## src/rtl/fact_engine.sv

```systemverilog
// fact_engine: memory-mapped factorial accelerator.
// Reads N from mem[base], computes N! with a serial shift-add multiplier,
// writes the truncated result to mem[base-2] and flags any overflow.
module fact_engine #(
  parameter int unsigned DATA_W = 32,
  parameter int unsigned ADDR_W = 10
) (
  input  logic              clk1,
  input  logic              rst_n,
  input  logic              start,
  input  logic [ADDR_W-1:0] base_addr,
  output logic              busy,
  output logic              done,
  output logic              overflow,
  output logic [DATA_W-1:0] result,
  output logic              mem_req,
  output logic              mem_we,
  output logic [ADDR_W-1:0] mem_addr,
  output logic [DATA_W-1:0] mem_wdata,
  input  logic [DATA_W-1:0] mem_rdata,
  input  logic              mem_ack
);

  localparam int unsigned BW = $clog2(DATA_W);

  typedef enum logic [2:0] {IDLE, RD, MUL, DEC, WR, DONE} state_t;

  state_t              state;
  logic [ADDR_W-1:0]   base;
  logic [DATA_W-1:0]   acc;
  logic [DATA_W-1:0]   cnt;
  logic [2*DATA_W-1:0] prod;
  logic [BW-1:0]       bitcnt;

  logic [DATA_W:0]     psum;
  logic [2*DATA_W-1:0] prod_step;
  logic [DATA_W-1:0]   cnt_dec;
  logic                last_bit;

  // One multiplier step: add acc into the high half when the current LSB is set, then shift.
  // The multiplier (cnt) starts in the low half and is consumed as the product grows in.
  always_comb begin
    psum      = {1'b0, prod[2*DATA_W-1:DATA_W]} + (prod[0] ? {1'b0, acc} : '0);
    prod_step = {psum, prod[DATA_W-1:1]};
    cnt_dec   = cnt - DATA_W'(1);
    last_bit  = (bitcnt == BW'(DATA_W - 1));
  end

  // Only IDLE is non-busy.
  assign busy = (state != IDLE);

  // Control FSM with registered memory-port and status outputs.
  always_ff @(posedge clk1 or negedge rst_n) begin
    if (!rst_n) begin
      state     <= IDLE;
      base      <= '0;
      acc       <= '0;
      cnt       <= '0;
      prod      <= '0;
      bitcnt    <= '0;
      done      <= 1'b0;
      overflow  <= 1'b0;
      result    <= '0;
      mem_req   <= 1'b0;
      mem_we    <= 1'b0;
      mem_addr  <= '0;
      mem_wdata <= '0;
    end else begin
      done <= 1'b0;
      unique case (state)
        IDLE: begin
          if (start) begin
            base     <= base_addr;
            overflow <= 1'b0;
            mem_req  <= 1'b1;
            mem_we   <= 1'b0;
            mem_addr <= base_addr;
            state    <= RD;
          end
        end
        RD: begin
          if (mem_ack) begin
            cnt <= mem_rdata;
            acc <= DATA_W'(1);
            if (mem_rdata <= DATA_W'(1)) begin
              // 0! = 1! = 1: go straight to the write, request stays up with new fields
              mem_we    <= 1'b1;
              mem_addr  <= base - ADDR_W'(2);
              mem_wdata <= DATA_W'(1);
              state     <= WR;
            end else begin
              mem_req <= 1'b0;
              prod    <= {{DATA_W{1'b0}}, mem_rdata};
              bitcnt  <= '0;
              state   <= MUL;
            end
          end
        end
        MUL: begin
          prod   <= prod_step;
          bitcnt <= bitcnt + BW'(1);
          if (last_bit) begin
            acc      <= prod_step[DATA_W-1:0];
            overflow <= overflow | (|prod_step[2*DATA_W-1:DATA_W]);
            state    <= DEC;
          end
        end
        DEC: begin
          cnt <= cnt_dec;
          if (cnt_dec == DATA_W'(1)) begin
            mem_req   <= 1'b1;
            mem_we    <= 1'b1;
            mem_addr  <= base - ADDR_W'(2);
            mem_wdata <= acc;
            state     <= WR;
          end else begin
            prod   <= {{DATA_W{1'b0}}, cnt_dec};
            bitcnt <= '0;
            state  <= MUL;
          end
        end
        WR: begin
          if (mem_ack) begin
            result  <= acc;
            mem_req <= 1'b0;
            mem_we  <= 1'b0;
            done    <= 1'b1;
            state   <= DONE;
          end
        end
        DONE: state <= IDLE;
        default: state <= IDLE;
      endcase
    end
  end

endmodule

```

## config.mk

```make
export PLATFORM = sky130hd
export DESIGN_NAME = fact_engine
export DESIGN_NICKNAME = d
export VERILOG_FILES = /design/src/rtl/fact_engine.sv
export SDC_FILE = /design/constraint.sdc
export NUM_CORES = 1
export LEC_CHECK = 0
export ABC_AREA = 1
export BUFFER_PORTS_ARGS = -buffer_cell sky130_fd_sc_hd__buf_2
export CAP_MARGIN = 25
export CORE_ASPECT_RATIO = 0.9
export CORE_MARGIN = 5
export CORE_UTILIZATION = 61
export CTS_CLUSTER_SIZE = 12
export DETAILED_ROUTE_END_ITERATION = 10
export GPL_ROUTABILITY_DRIVEN = 0
export PLACE_DENSITY = 0.82
export SLEW_MARGIN = 20
export SYNTH_ARGS = -nofsm -noshare
export SYNTH_HDL_FRONTEND = slang
export SYNTH_SLANG_ARGS = --single-unit
```

## constraint.sdc

```tcl
create_clock -name clk1 -period 3.44 [get_ports clk1]
set_clock_uncertainty 0.05 [all_clocks]
set_input_delay 0.688 -clock clk1 [delete_from_list [all_inputs] [get_ports clk1]]
set_output_delay 0.688 -clock clk1 [all_outputs]
set_load 0.01 [all_outputs]
```

==> flow_summary.yaml <==
outcome:
  status: "completed"
clock_network:
  cts_buffers: 26
  clock_latency_ns: 0.55
  cts_tree: "yes"
  clockBufferDepth: 3
  ctsResizeCount: 0
  cts_setup_buffers: 0
  htree_levels: 1
  clock_sinks: 224
  path_clk_slew_ns: 0.06
  cts_hold_buf: 0
  cts-root-buf: "clkbuf_16"
sta:
  slew_headroom_pct: 43.5
  period_needed_ns: 3.20
  fin_crit_sh_pct: 93.1
  setup_viol: 0
  report.final.slew_viol_count: 0
  fmax_mhz: 312
  tns_ns: 0
  worstMarginPinSlew_ns: 0.845
  rsz0062_at_grt: "no"
  hold_violations: 0
logic_synthesis:
  synth.ff_latch_count: 224
  synth_area_um2: 13600
  ys_types: 41
  ys_seq_area_share_pct: 41.1
  yosysWarnings: 0
  synthesis.nets: 2026
  syn_avg_cell_area_um2: 7.02
  synthCells: 1942
layout:
  diodes: 0
  drive_gt1_share_pct: 11.5
  nets: 2137
  fillerInstances: 1811
  stdcell_area_um2: 15500
  area_growth_pct: 13.3
worst_setup_path:
  start_kind: "register"
  critical_path.cell_chain: "buf_4 -> nand2_1 -> inv_1 -> ha_1 -> nand2_1 -> nor2_1 -> nand3_1 -> nand2_1 -> nand2_1 -> nand2_1 -> nand2_1 -> nand2_1 -> nand2_1 -> nor2_1 -> nand3_1 -> nor2_1 -> nand3_1 -> nand2_1 -> a21oi_1"
  r2r_start: "prod[0]"
  reg2reg_slack_ns: 0.24
  critPathCaptureType: "register"
  startpoint: "prod[0]"
  cp.required_ns: 3.80
  crit_path_frequent_cell: "nand2_1"
  cp.arrival_ns: 3.56
  crit_slowest_cell: "dfrtp_1"
  slowest_delay_ns: 0.39
  crit_type: "register to register"
  crit_family: "simple AND/OR/NAND/NOR gates"
  crit_fanout: 31
  cp_num_buf_inv: 2
global_routing:
  grt_max_degree: 91
  grt_pass1_vias: 13000
  grt_pass1_wl_um: 66000
  antenna_found_initial: 0
  gr-total-overflow: 0
  grt_usage_pct: 31.3
routing:
  first_pass_iters: 6
  drt-total-wl_um: 40700
  via_count: 13400
  via_per_inst: 5.67
  drcViolationCount: 0
  antenna_left: 0
  first_iter_violations: 1501
  wl_per_cell_um: 17.2
floorplanning:
  io_pins: 125
  start_util_pct: 62.5
  fp.dieH_um: 152
  design.core.area_um2: 21800
  die-area_um2: 25500
  die_x_um: 168
  num_rows: 51
placement:
  dpl.hpwl_um: 29800
  place_area_um2: 14500
  portBuffers: 124
pwr:
  vdd_drop_max_v: 0.000453
  p_per_area_nw_per_um2: 914
  power_leakage_nw: 8.58
hold_path:
  hold_class: "input pin to asynchronous set/reset pin"
job:
  drv_cap: 0
## synth_stat cells (all sizes together)
| library cell | instances | share of area (%) |
|---|---|---|
| dfrtp | 224 | 41 |
| a211oi | 1 | 0.055 |
| nand2 | 698 | 19 |
| nor4 | 5 | 0.28 |
| nor3 | 7 | 0.26 |
| nor2 | 157 | 4.8 |
| nor3b | 1 | 0.055 |
| o21bai | 2 | 0.11 |
| o22ai | 33 | 1.5 |
| nand4 | 28 | 1.3 |
| a21o | 1 | 0.055 |
| o21ai | 106 | 4.1 |
| o221ai | 63 | 4.0 |
| nand3 | 109 | 4.3 |
| and2 | 4 | 0.18 |
| inv | 328 | 9.0 |
| xnor2 | 7 | 0.45 |
| clkbuf | 43 | 1.2 |
| xor2 | 19 | 1.2 |
| a21oi | 27 | 0.99 |
| ha | 37 | 3.4 |
| and3 | 1 | 0.046 |
| or2 | 7 | 0.32 |
| clkinv | 2 | 0.055 |
| fa | 1 | 0.15 |
| a31oi | 1 | 0.046 |
| o211ai | 1 | 0.055 |
| buf | 20 | 1.1 |
| nand3b | 9 | 0.50 |
## logic make-up after synthesis
logic type | count (synthesis) | synth area share, %
AND/OR/NAND/NOR | 1026 | 31.4
XOR/XNOR | 26 | 1.67
adder cells (fa/ha/maj) | 38 | 3.54
flip-flops | 224 | 41.1
buffers and inverters | 393 | 11.3
AO/OA/AOI/OAI | 235 | 11.0
## layout make-up
type / count / area, um2 / area share (%)
flip-flops and latches: 224 / 5610 / 36.3
clock inverters: 7 / 141 / 0.915
multi-input cells: 1325 / 6510 / 42.1
inverters: 330 / 1240 / 8.02
well taps: 291 / 364 / 2.36
repair buffers: 146 / 853 / 5.52
clock buffers: 38 / 736 / 4.76
## power breakdown
part / internal, mW / total (mW) / switching (mW)
combinational: 2.35 / 6.80 / 4.45
sequential: 3.67 / 4.48 / 0.817
clock: 1.71 / 2.83 / 1.12
total: 7.72 / 14.1 / 6.39
## layer usage
| metal | vias to the layer above | part of all wire, % | GRT usage, % |
|---|---|---|---|
| met3 | 143 | 8.9 | 5.19 |
| met4 | 0 | 4.0 | 10.9 |
| li1 | 6352 | - | - |
| met2 | 642 | 46 | 50.3 |
| met1 | 6261 | 41 | 43.3 |
| met5 | - | 0 | 0 |
## worst paths after layout
path                             to  depth (start not counted)
max in group asynchronous  prod[40]                          2
min in group clk1           base[4]                          3
min                         base[3]                          1
max reg2reg                overflow                         19
max                        overflow                         19
min reg2reg                prod[15]                          2
## placed cells by master (no fill, tap or decap), types with 3 or more instances in the layout
master     synthesis  routed
buf_4              0      18
nand2_2            5       6
o21ai_2            8       8
inv_1            314     314
and2_1             4       4
or2_2              7       7
bufinv_16          0       3
nor2_1           145     144
nor3_1             7       7
nor4_1             4       4
o21ai_0           63      63
o221ai_1          63      63
nand3_1          106     106
dfrtp_1          224     224
xnor2_1            7       7
clkbuf_8           0       4
a21oi_1           27      26
o22ai_1           33      33
clkbuf_1          43       8
buf_2              8     123
nand3b_1           9       9
clkbuf_16          0      26
xor2_1            19      19
inv_2             14      14
buf_12             0       3
ha_1              37      37
nor2_4             4       5
nand2_1          691     690
nor2_2             7       7
nand3_4            3       3
o21ai_1           35      35
nand4_1           28      28
## metrics by stage
stage / worst slack [ns] / power [mW] / hold slack [ns] / instances / util (%)
after floorplan: 0.697 / 9.06 / 0.342 / 1942 / -
after CTS: 0.361 / 14.0 / 0.124 / 2360 / 70.7
after global placement: 0.498 / 10.8 / 0.403 / 2315 / 66.7
after detailed placement: 0.475 / 11.1 / 0.408 / 2315 / 66.7
after global routing: 0.0423 / 15.1 / 0.136 / 2361 / 70.8
final: 0.236 / 14.1 / 0.102 / 2361 / 70.8
## flip-flops by register name, summed over array words and instances (netlist names)
signal and count:
mem_wdata 32, prod 64, mem_req 1, mem_we 1, bitcnt 5, done 1, base 10, cnt 32
acc 32, state 3, mem_addr 10, overflow 1, result 32
(Power assumes the default switching activity.)
